`src/rtl/uart_rx_pkg.sv`:
```
// Shared types and helpers for the parameterised UART receiver.
// The BRK_WAIT state exists only when UART_RX_BREAK_DETECT_EN is defined.
package uart_rx_pkg;

    localparam int unsigned DATA_MIN = 5;

`ifdef UART_RX_BREAK_DETECT_EN
    typedef enum logic [2:0] {
        ST_IDLE,
        ST_START,
        ST_DATA,
        ST_PARITY,
        ST_STOP,
        ST_BRK_WAIT
    } rx_state_e;
`else
    typedef enum logic [2:0] {
        ST_IDLE,
        ST_START,
        ST_DATA,
        ST_PARITY,
        ST_STOP
    } rx_state_e;
`endif

    function automatic logic [3:0] clamp_bits(input logic [3:0] req, input int unsigned max_bits);
        logic [3:0] r;
        r = req;
        if (req < 4'(DATA_MIN)) begin
            r = 4'(DATA_MIN);
        end else if (32'(req) > max_bits) begin
            r = 4'(max_bits);
        end
        return r;
    endfunction

endpackage

```
`src/rtl/uart_rx_filter.sv`:
```
// Three-tap majority voter on the raw rx line, shifted once per baud_clock tick.
module uart_rx_filter (
    input  logic clk,
    input  logic reset_n,
    input  logic baud_clock,
    input  logic rx,
    output logic rxf
);

    logic [2:0] taps_q;
    logic [2:0] taps_d;

    always_comb begin
        taps_d = taps_q;
        if (baud_clock) begin
            taps_d = {taps_q[1:0], rx};
        end
    end

    always_ff @(posedge clk or negedge reset_n) begin
        if (!reset_n) begin
            taps_q <= 3'b111;
        end else begin
            taps_q <= taps_d;
        end
    end

    assign rxf = (taps_q[0] & taps_q[1]) | (taps_q[0] & taps_q[2]) | (taps_q[1] & taps_q[2]);

endmodule

```
`src/rtl/uart_rx_param.sv`:
```
// Oversampling UART receiver with runtime frame format and sticky status flags.
// Optional break detection is compiled in with UART_RX_BREAK_DETECT_EN.
module uart_rx_param
    import uart_rx_pkg::*;
#(
    parameter int unsigned DATA_MAX   = 9,
    parameter int unsigned OVERSAMPLE = 16
) (
    input  logic                clk,
    input  logic                reset_n,
    input  logic                baud_clock,
    input  logic                rx,
    input  logic [3:0]          data_bits,
    input  logic                parity_en,
    input  logic                odd_n_even,
    input  logic                two_stop,
    input  logic                read_rx_byte,
    input  logic                clear_errors,
    output logic [DATA_MAX-1:0] rx_data,
    output logic                rx_valid,
    output logic                receive_full,
    output logic                overflow,
    output logic                parity_err,
    output logic                framing_error,
    output logic                break_det,
    output logic                rx_idle
);

    localparam int unsigned CW = $clog2(OVERSAMPLE);
    localparam logic [CW-1:0] LAST_TICK = CW'(OVERSAMPLE - 1);
    localparam logic [CW-1:0] HALF_TICK = CW'(OVERSAMPLE / 2 - 1);

    logic rxf;

    uart_rx_filter u_filter (
        .clk        (clk),
        .reset_n    (reset_n),
        .baud_clock (baud_clock),
        .rx         (rx),
        .rxf        (rxf)
    );

    rx_state_e           state_q, state_d;
    logic [CW-1:0]       tick_q, tick_d;
    logic [3:0]          bit_q, bit_d;
    logic [3:0]          dbits_q, dbits_d;
    logic [DATA_MAX-1:0] shift_q, shift_d;
    logic [DATA_MAX-1:0] data_q, data_d;
    logic                pen_q, pen_d;
    logic                odd_q, odd_d;
    logic                two_q, two_d;
    logic                stop2_q, stop2_d;
    logic                full_q, full_d;
    logic                ovf_q, ovf_d;
    logic                perr_q, perr_d;
    logic                ferr_q, ferr_d;
    logic                valid_q, valid_d;
    logic                sample, complete, perr_set, ferr_set;
`ifdef UART_RX_BREAK_DETECT_EN
    logic                par_bit_q, par_bit_d;
    logic                brk_q, brk_d;
    logic                brk_set;
`endif

    always_comb begin
        state_d  = state_q;
        tick_d   = tick_q;
        bit_d    = bit_q;
        dbits_d  = dbits_q;
        shift_d  = shift_q;
        data_d   = data_q;
        pen_d    = pen_q;
        odd_d    = odd_q;
        two_d    = two_q;
        stop2_d  = stop2_q;
        full_d   = full_q;
        ovf_d    = ovf_q;
        perr_d   = perr_q;
        ferr_d   = ferr_q;
        valid_d  = 1'b0;
        complete = 1'b0;
        perr_set = 1'b0;
        ferr_set = 1'b0;
`ifdef UART_RX_BREAK_DETECT_EN
        par_bit_d = par_bit_q;
        brk_d     = brk_q;
        brk_set   = 1'b0;
`endif
        sample = baud_clock && (tick_q == LAST_TICK);

        case (state_q)
            ST_IDLE: begin
                if (baud_clock && !rxf) begin
                    state_d = ST_START;
                    tick_d  = '0;
                    bit_d   = '0;
                    shift_d = '0;
                    stop2_d = 1'b0;
                    dbits_d = clamp_bits(data_bits, DATA_MAX);
                    pen_d   = parity_en;
                    odd_d   = odd_n_even;
                    two_d   = two_stop;
                end
            end
            ST_START: begin
                if (baud_clock) begin
                    if (tick_q == HALF_TICK) begin
                        tick_d  = '0;
                        state_d = rxf ? ST_IDLE : ST_DATA;
                    end else begin
                        tick_d = tick_q + 1'b1;
                    end
                end
            end
            ST_DATA: begin
                if (baud_clock) begin
                    tick_d = sample ? '0 : tick_q + 1'b1;
                end
                if (sample) begin
                    for (int unsigned i = 0; i < DATA_MAX; i++) begin
                        if (bit_q == 4'(i)) begin
                            shift_d[i] = rxf;
                        end
                    end
                    if (bit_q == dbits_q - 4'd1) begin
                        state_d = pen_q ? ST_PARITY : ST_STOP;
                    end else begin
                        bit_d = bit_q + 4'd1;
                    end
                end
            end
            ST_PARITY: begin
                if (baud_clock) begin
                    tick_d = sample ? '0 : tick_q + 1'b1;
                end
                if (sample) begin
`ifdef UART_RX_BREAK_DETECT_EN
                    par_bit_d = rxf;
`endif
                    perr_set = ((^shift_q) ^ rxf) != odd_q;
                    state_d  = ST_STOP;
                end
            end
            ST_STOP: begin
                if (baud_clock) begin
                    tick_d = sample ? '0 : tick_q + 1'b1;
                end
                if (sample) begin
`ifdef UART_RX_BREAK_DETECT_EN
                    // All-zero frame through the first stop sample is a line break.
                    if (!stop2_q && !rxf && shift_q == '0 && !(pen_q && par_bit_q)) begin
                        brk_set  = 1'b1;
                        ferr_set = 1'b1;
                        state_d  = ST_BRK_WAIT;
                    end else
`endif
                    begin
                        ferr_set = !rxf;
                        if (two_q && !stop2_q) begin
                            stop2_d = 1'b1;
                        end else begin
                            complete = 1'b1;
                            state_d  = ST_IDLE;
                        end
                    end
                end
            end
`ifdef UART_RX_BREAK_DETECT_EN
            ST_BRK_WAIT: begin
                if (rxf) begin
                    state_d = ST_IDLE;
                end
            end
`endif
            default: state_d = ST_IDLE;
        endcase

        // A read in the completion cycle frees the buffer for the new byte.
        if (complete) begin
            valid_d = 1'b1;
            if (!full_q || read_rx_byte) begin
                data_d = shift_q;
                full_d = 1'b1;
                if (read_rx_byte) begin
                    ovf_d = 1'b0;
                end
            end else begin
                ovf_d = 1'b1;
            end
        end else if (read_rx_byte) begin
            full_d = 1'b0;
            ovf_d  = 1'b0;
        end

        if (clear_errors) begin
            perr_d = 1'b0;
            ferr_d = 1'b0;
`ifdef UART_RX_BREAK_DETECT_EN
            brk_d  = 1'b0;
`endif
        end
        if (perr_set) perr_d = 1'b1;
        if (ferr_set) ferr_d = 1'b1;
`ifdef UART_RX_BREAK_DETECT_EN
        if (brk_set) brk_d = 1'b1;
`endif
    end

    always_ff @(posedge clk or negedge reset_n) begin
        if (!reset_n) begin
            state_q <= ST_IDLE;
            tick_q  <= '0;
            bit_q   <= '0;
            dbits_q <= '0;
            shift_q <= '0;
            data_q  <= '0;
            pen_q   <= 1'b0;
            odd_q   <= 1'b0;
            two_q   <= 1'b0;
            stop2_q <= 1'b0;
            full_q  <= 1'b0;
            ovf_q   <= 1'b0;
            perr_q  <= 1'b0;
            ferr_q  <= 1'b0;
            valid_q <= 1'b0;
`ifdef UART_RX_BREAK_DETECT_EN
            par_bit_q <= 1'b0;
            brk_q     <= 1'b0;
`endif
        end else begin
            state_q <= state_d;
            tick_q  <= tick_d;
            bit_q   <= bit_d;
            dbits_q <= dbits_d;
            shift_q <= shift_d;
            data_q  <= data_d;
            pen_q   <= pen_d;
            odd_q   <= odd_d;
            two_q   <= two_d;
            stop2_q <= stop2_d;
            full_q  <= full_d;
            ovf_q   <= ovf_d;
            perr_q  <= perr_d;
            ferr_q  <= ferr_d;
            valid_q <= valid_d;
`ifdef UART_RX_BREAK_DETECT_EN
            par_bit_q <= par_bit_d;
            brk_q     <= brk_d;
`endif
        end
    end

    assign rx_data       = data_q;
    assign rx_valid      = valid_q;
    assign receive_full  = full_q;
    assign overflow      = ovf_q;
    assign parity_err    = perr_q;
    assign framing_error = ferr_q;
    assign rx_idle       = (state_q == ST_IDLE);
`ifdef UART_RX_BREAK_DETECT_EN
    assign break_det     = brk_q;
`else
    assign break_det     = 1'b0;
`endif

endmodule

```
`config.mk`:
```
export PLATFORM = sky130hd
export DESIGN_NAME = uart_rx_param
export DESIGN_NICKNAME = d
export VERILOG_FILES = /design/src/rtl/uart_rx_pkg.sv /design/src/rtl/uart_rx_filter.sv /design/src/rtl/uart_rx_param.sv
export SDC_FILE = /design/constraint.sdc
export NUM_CORES = 1
export LEC_CHECK = 0
export ABC_AREA = 0
export BUFFER_PORTS_ARGS = -buffer_cell sky130_fd_sc_hd__buf_2
export CAP_MARGIN = 20
export CORE_MARGIN = 1
export CORE_UTILIZATION = 50
export CTS_BUF_LIST = sky130_fd_sc_hd__clkbuf_16
export DETAILED_ROUTE_END_ITERATION = 12
export GPL_TIMING_DRIVEN = 0
export PLACE_DENSITY = 0.83
export SLEW_MARGIN = 20
export SYNTH_ARGS = -nofsm -noshare
export SYNTH_HDL_FRONTEND = slang
export SYNTH_SLANG_ARGS = --single-unit
```
`constraint.sdc`:
```
create_clock -name clk -period 2 [get_ports clk]
set_input_delay 0.4 -clock clk [delete_from_list [all_inputs] [get_ports clk]]
set_output_delay 0.4 -clock clk [all_outputs]
set_load 0.02 [all_outputs]
```
==> impl.org, run 1 <==
** Clocking
- Buffers inserted to repair hold after CTS numbered 0.
- Sinks on Clock Net :: 45
- Clock tree root driver cell :: clkbuf_16
- The H-tree generated during clock tree synthesis spans 2 levels.
- Clock latency on the worst-skew pair, taken at its later pin, is between 200 and 300 ps.
- CTS tree :: built
- Buffers inserted during clock tree synthesis total 5.
- Clock-pin slew was measured on the worst setup and hold paths at about 60 ps.
- The longest clock path from root to sink contains 2 buffers.

** Synth
- The netlist uses 48 different library cells.
- The synthesized design contains 0 enable-type register cells.
- Synthesis inferred between 40 and 50 register bits.
- Synth top area share :: 0.442
- Library cell occupying the most area in the post-synthesis netlist :: dfrtp_1
- Summed instance area of the synthesized netlist :: roughly 2400 µm²
- Post-synthesis area per instance :: 10.7 µm²
- In the synthesized netlist the async set-or-reset flop fraction comes to 1.00.
- Number of nets produced by synthesis :: roughly 240
- The most used flip-flop cell after synthesis is dfrtp_1.
- Gate count after technology mapping :: 223
- Top cells by area in the synthesized netlist :: dfrtp_1, mux2_2, xnor2_1
- Sequential element share of the synthesized area :: 0.475
- For this run, the number of Yosys warnings is 0.

** Power
- For this design the static power due to leakage is 1.34 nW.
- Worst VDD drop :: 0.606 mV
- Power density over the cells :: between 1000 and 1500 nW/µm²
- Sum of internal, switching and leakage power :: ~3.7 mW

** Final layout
- Leaving out fill and tap cells, the most frequent cell in the layout is dfrtp_1.
- Layout Area Growth over Synthesis :: 18.9%
- After filler insertion, the fill cell instance count of the layout stands at between 300 and 400.
- The finished cells cover about 2800 µm².
- The top cell types in the final layout, fill and taps aside, are dfrtp_1, buf_2, mux2_2, nand2_1, xnor2_1.
- At the end of the flow the core is filled with cells to 0.632.
- The finished layout holds roughly 320 standard cells, fillers aside.
- Of the cells placed in the final design, the portion with a size suffix greater than 1 is 0.331.
- 0 antenna diodes ended up in the layout.
- Final layout net count :: approximately 280

** Die
- After floorplanning, the core was sized to cover between 4000 and 5000 µm².
- Top Ports :: 29
- Initial core utilization :: 0.532
- In this run the core area contains 24 standard-cell rows.
- Horiz. Die Dim :: just over 70 µm
- Overall die area :: ~5000 µm²
- The floorplan step set the die height to 71.0 µm.

** STA
- The worst pin sits at a relative slew slack of 0.636.
- The tightest hold path in the finished design has a slack of around 93 ps.
- Setup violations remaining at the end of the flow were counted as 6.
- Period utilization :: 1.00
- Setup repair after global routing could not meet its margin everywhere.
- Fin crit period :: approximately 2000 ps
- Setup clock skew after layout :: 5.24 ps
- Timing would allow up to between 0.4 and 0.5 GHz.
- Smallest setup slack after layout :: -8.78 ps
- Setup total negative slack :: -21.8 ps
- Fin. Hold Viols :: 0
- The max-slew violation count was 0.
- Slew at the pin with the worst max-slew slack :: 546 ps

** Status
- Outcome :: finished, violations left
- The final reports fail on design-rule violations, negative setup slack.

** Drt
- Routed len/inst :: between 10 and 15 µm
- DRC :: 3
- Across all layers, the routed design uses around 1.8k vias.
- DR vias/cell :: between 5 and 6
- First-pass detailed-route iteration total :: 8
- Number of nets with antenna violations after detailed routing :: 0
- Wires add up to 4400 µm.
- For this block, the initial DRC count from the detailed router was roughly 110.

** Global routing
- The first global-routing pass estimated slightly below 8000 µm of wire.
- Global-route total usage across every layer :: 0.196
- Remaining global-route overflow :: 0
- The via count of the first global-routing pass was 1726.
- Entering global routing, the biggest net connects between 40 and 50 pins.
- The number of antenna violations at the first check in global routing came to 0.

** Worst hold path
- In this run the worst hold path is classified as primary input to asynchronous set/reset pin.

** Place
- Post-detailed-placement cell area :: ~2600 µm²
- Buffers placed on the I/O ports in this run total 26.
- The HPWL after detailed placement is about 3100 µm.
- GP Congestion :: roughly 0.84
- Timing analysis after detailed placement gives a worst setup slack of -105 ps.
- Placed Cells incl. Taps :: ~300

** Setup path
- At the worst endpoint, the arrival time is between 2000 and 2500 ps.
- CP max FO :: 10
- The worst setup path is launched from a register.
- For the worst setup path, the data required time is 2170 ps.
- The largest single stage delay on the critical path is between 400 and 500 ps.
- Setup crit end kind :: register
- Among all stages on the critical path, the largest delay is contributed by or3b_4.
- The critical path goes through buf_6 > or3b_4 > nor2_4 > and2_4 > a21boi_4 > buf_12 > mux2_2.
- Critical path start-end classification :: register to register

** Job
- Across the run, the number of max-cap violations was 0.
[layer usage]
metal,up-vias,track usage,share of wire
met5,-,0,0
met4,0,0.0733,0.018
met3,7,0.0427,0.053
met2,43,0.325,0.48
met1,867,0.253,0.45
li1,858,-,-
[repair_timing]
action | in CTS | in global routing
resized for setup | 8 | 7
setup buffers | 1 | 5
hold endpoints to repair | 0 | 0
pin swaps | 0 | 5
setup endpoints to repair | 22 | 29
[report_power, final]
| part | leakage [nW] | switching, mW | internal, mW |
|---|---|---|---|
| Combinational | 0.660 | 0.906 | 0.770 |
| Clock | 0.0776 | 0.320 | 0.449 |
| Sequential | 0.599 | 0.160 | 1.11 |
[state kept, by name (all words and copies together), names as in the netlist]
name and cells:
stop2_q 1, rx_data 9, overflow 1, state_q 3
two_q 1, odd_q 1, rx_valid 1, bit_q 4
framing_error 1, pen_q 1, receive_full 1, dbits_q 4
parity_err 1, shift_q 9, u_filter.taps_q 3, tick_q 4
[path summary, 6_finish.rpt]
kind / start / endpoint / slack (ps) / cells after the start
max in group asynchronous: reset_n / shift_q[0]$_DFFE_PN0P_ / 1530 / 1
setup / recovery: state_q[1]$_DFFE_PN0P_ / rx_data[1]$_DFFE_PN0P_ / -9 / 7
min in group clk: read_rx_byte / overflow$_DFF_PN0_ / 280 / 2
hold reg to reg: stop2_q$_DFFE_PN0P_ / stop2_q$_DFFE_PN0P_ / 490 / 2
hold / removal: reset_n / tick_q[2]$_DFFE_PN0P_ / 90 / 1
setup reg to reg: state_q[1]$_DFFE_PN0P_ / rx_data[1]$_DFFE_PN0P_ / -9 / 7
[worst max-delay path, delay by kind of cell (launching register included)]
family | cells | cell delay [ps]
AOI/OAI and AO/OA | 1 | 190
and+or+nand+nor | 3 | 710
DFF | 1 | 380
buffers and inverters | 2 | 280
muxes | 1 | 330
[synthesized netlist by cell type, types with 2 or more instances]
cell      count
mux2i_1       2
inv_1        10
xnor2_1      15
nor2_1       10
buf_4         2
a21oi_1      12
nand3_1      10
a21o_1        2
nor2_2        2
a22o_1        2
o21ai_0      11
mux2_2       26
nor3_1        4
dfrtp_1      42
clkbuf_1      4
nand2b_1      3
nand2_1      22
buf_2         4
ha_1          6
o31ai_1       4
dfstp_2       3
[final cells by class]
cell class | instances | area, µm² | area share
Buffer | 10 | 60.1 | 0.0212
Clock buffer | 5 | 125 | 0.0442
Clock inverter | 3 | 11.3 | 0.00398
Inverter | 10 | 37.5 | 0.0133
Multi-Input combinational cell | 158 | 1210 | 0.428
Sequential cell | 45 | 1130 | 0.399
Tap cell | 52 | 65.1 | 0.0230
Timing Repair Buffer | 32 | 190 | 0.0672
[logic make-up after synthesis]
logic type,count (synthesis),synth area share
DFF,45,0.475
and+or+nand+nor,63,0.137
adders and majority gates,7,0.0363
AOI/OAI and AO/OA,43,0.123
other,1,0.00158
buffers and inverters,20,0.0368
muxes,28,0.131
xor gates and xnor gates,16,0.0589
Power figures use the tool's default switching activity.
==> run 2: changes to the inputs <==
--- a/config.mk
+++ b/config.mk
@@ -14,6 +14,7 @@
 export DETAILED_ROUTE_END_ITERATION = 12
 export GPL_TIMING_DRIVEN = 0
 export PLACE_DENSITY = 0.83
+export SETUP_SLACK_MARGIN = 0.1
 export SLEW_MARGIN = 20
 export SYNTH_ARGS = -nofsm -noshare
 export SYNTH_HDL_FRONTEND = slang
==> impl.org, run 2 (synthesis gave the netlist of run 1 again) <==
** Die
- The area of the die is 5040 µm² (unchanged).
- The initial core utilization came to 0.532 (unchanged).
- Number of placement rows :: 24 (unchanged)
- Horiz. Die Dim :: 71.0 µm (unchanged)
- Top Ports :: 29 (unchanged)
- The height of the chip is 71.0 µm (unchanged).
- Std-Cell Core Area :: 4470 µm² (unchanged)

** Setup path
- The worst reg-to-reg path cell count came to 8 (was 7).
- Worst R2R End :: rx_data[2]$_DFFE_PN0P_ (was rx_data[1]$_DFFE_PN0P_)
- The worst endpoint required time came to 2170 ps (about the same).
- Cells along the critical path :: buf_6 > or3b_4 > nor2_4 > and2_4 > a21boi_4 > buf_6 > buf_12 > mux2_4 (was buf_6 > or3b_4 > nor2_4 > and2_4 > a21boi_4 > buf_12 > mux2_2)
- First element of the critical path :: state_q[1]$_DFFE_PN0P_ (unchanged)
- Data arrival time of the critical path :: 2180 ps (about the same)
- Crit path capture :: rx_data[2]$_DFFE_PN0P_ (was rx_data[1]$_DFFE_PN0P_)
- The worst stage delay on the critical path is 390 ps (was 430 ps).
- Critical path start-end classification :: register to register (unchanged)
- Kind of cell adding the most delay to the critical path :: simple AND/OR/NAND/NOR gates (unchanged)
- Cell at the slowest stage of the critical path :: or3b_4 (unchanged)
- The buffer and inverter count on the worst path was 3 (was 2).
- Startpoint types :: register (unchanged)
- The kind of capture point of the worst setup path is a register (unchanged).
- The peak fanout along the critical path is 5 (was 10).
- Critical path's most frequent cell :: buf_6
- Reg-to-reg slack, setup :: -10 ps (was -9 ps)
- The number of cells on the critical path came to 8 (was 7).
- The worst flop-to-flop path startpoint was state_q[1]$_DFFE_PN0P_ (unchanged).

** Global routing
- Largest net degree at the start of global routing :: 46 (unchanged)
- Initial antenna violation count :: 0 (unchanged)
- Global-route total usage across every layer :: 0.214 (was 0.196)
- The via count of the first global-routing pass came to 1785 (was 1726).
- The global-route congestion overflow total is 0 (unchanged).
- Global-route wire length before repair :: 8330 µm (was 7700 µm)

** Final layout
- Top library cells by usage in the layout, fill and taps aside: dfrtp_1, buf_2, nand2_1, mux2_2 (was dfrtp_1, buf_2, mux2_2, nand2_1, xnor2_1).
- The total number of nets in the final design is 291 (was 281).
- The post-synthesis to final-layout area growth came to 26.2% (was 18.9%).
- The count of placed standard cells in the final layout, fillers left out came to 325 (was 315).
- The most frequent standard cell in the layout excluding fill and tap cells is dfrtp_1 (unchanged).
- The number of diodes added for antenna fixing is 0 (unchanged).
- Fraction of final layout cells sized beyond drive strength 1 :: 0.377 (was 0.331)

** STA
- Fin crit period :: 2010 ps (about the same)
- Peak Freq :: 0.497 GHz (was 0.498 GHz)
- The worst hold slack across all endpoints was 107 ps (was 93.4 ps).
- Fin. Hold Viols :: 0 (unchanged)
- Period utilization :: 1.01 (was 1.00)
- # setup viols final :: 9 (was 6)
- The setup TNS is -48.1 ps (was -21.8 ps).
- Number of pins with negative max-slew slack in the final report :: 0 (unchanged)
- The relative max-transition margin came to 0.633 (was 0.636).
- The worst setup slack after layout came to -11.5 ps (was -8.78 ps).
- Setup clock skew after layout :: 4.15 ps (was 5.24 ps)
- RSZ-0062 raised after global routing :: yes (unchanged)
- Slew at the pin with the worst max-slew slack :: 550 ps (was 546 ps)

** Drt
- The number of detailed-routing iterations run before antenna repair was 9 (was 8).
- The count of routing violations after the opening detailed-route iteration was 141 (was 107).
- Number of nets with antenna violations after detailed routing :: 0 (unchanged)
- DRC :: 3 (unchanged)
- The final routed wire length divided by cell count was 15.3 µm (was 14.0 µm).
- Total via count after detailed routing :: 1829 (was 1775)
- DR vias/cell :: 5.63 (about the same)
- The wire length reported by the detailed router came to 4990 µm (was 4400 µm).

** Place
- The count of input and output buffers came to 26 (unchanged).
- The worst slack at placement was -105 ps (unchanged).
- Half-perimeter wire length after placement :: 3090 µm (unchanged)
- The cell total after placement came to 301 (unchanged).
- GP Congestion :: 0.841 (unchanged)

** Power
- Worst VDD drop :: 0.620 mV (was 0.606 mV)
- Power density over the cells :: 1290 nW/µm² (was 1310 nW/µm²)
- The overall power of the completed layout came to 3.88 mW (was 3.71 mW).
- Leak pwr :: 1.41 nW (was 1.34 nW)

** Clocking
- CTS tree :: built (unchanged)
- CTS clock-pin slew for the worst setup and hold paths :: 60 ps (about the same)
- Clock tree root driver cell :: clkbuf_16 (unchanged)
- CTS H-tree lvls :: 2 (unchanged)
- CTS Hold Bufs :: 0 (unchanged)
- The clock latency at the later pin of the worst-skew pair came to 290 ps (about the same).
- The largest buffer count on any clock path was 2 (unchanged).
- The number of clock sinks was 45 (unchanged).
- CTS Buf Count :: 5 (unchanged)

** Status
- Outcome: finished, violations left (unchanged).
- Violated checks :: design-rule violations, negative setup slack (unchanged)

** Job
- Reported max-cap violation count :: 0 (unchanged)

** Worst hold path
- Classification of the worst-slack hold path :: primary input to asynchronous set/reset pin (unchanged)
[run 2: changes by cell type in the layout (fill, tap and decap cells not counted), sizes merged]
cell and change:
clkbuf -1, buf +11
[run 2: worst min path at each step]
stage	from	to	slack, ps	depth (start not counted)
after global placement	stop2_q$_DFFE_PN0P_	stop2_q$_DFFE_PN0P_	470	2
after CTS	read_rx_byte	overflow$_DFF_PN0_	290	2
after floorplan	reset_n	bit_q[0]$_DFFE_PN0P_	100	0
after global routing	reset_n	two_q$_DFFE_PN0P_	160	1
after detailed placement	stop2_q$_DFFE_PN0P_	stop2_q$_DFFE_PN0P_	480	2
final	reset_n	tick_q[1]$_DFFE_PN0P_	110	1
[run 2: area by class of cell]
cell class / instances / area (µm²)
plain buffers: 10 / 68.8
clock buffers: 5 / 125
clock inverters: 3 / 11.3
fillers: 336 / 1470
inverters: 10 / 37.5
multi-input cells: 158 / 1270
flip-flops and latches: 45 / 1130
well taps: 52 / 65.1
repair buffers: 42 / 293
[run 2: per-layer routing]
metal  vias to the layer above  global-route usage  share of wire
met3                        14              0.0427          0.051
met4                         0              0.0733          0.024
li1                        875                   -              -
met1                       891               0.268           0.43
met5                         -                   0              0
met2                        49               0.372           0.49
[run 2: through the flow]
stage / util / instance area, µm²
2_1_floorplan: - / 2380
3_3_place_gp: 0.576 / 2570
3_5_place_dp: 0.576 / 2570
4_1_cts: 0.655 / 2930
5_1_grt: 0.671 / 3000
6_report: 0.671 / 3000
[run 2: repair_timing]
| action | in CTS | in global routing |
|---|---|---|
| endpoints found under the setup margin | 29 | 31 |
| buffers inserted | 11 | 4 |
| cloned | 1 | 0 |
| resized for setup | 27 | 9 |
| pin swaps | 5 | 5 |
[run 2: report_power, final]
group	switching, mW	leakage (nW)	internal (mW)
registers	0.171	0.599	1.11
clock network	0.315	0.0776	0.449
logic	0.971	0.736	0.864
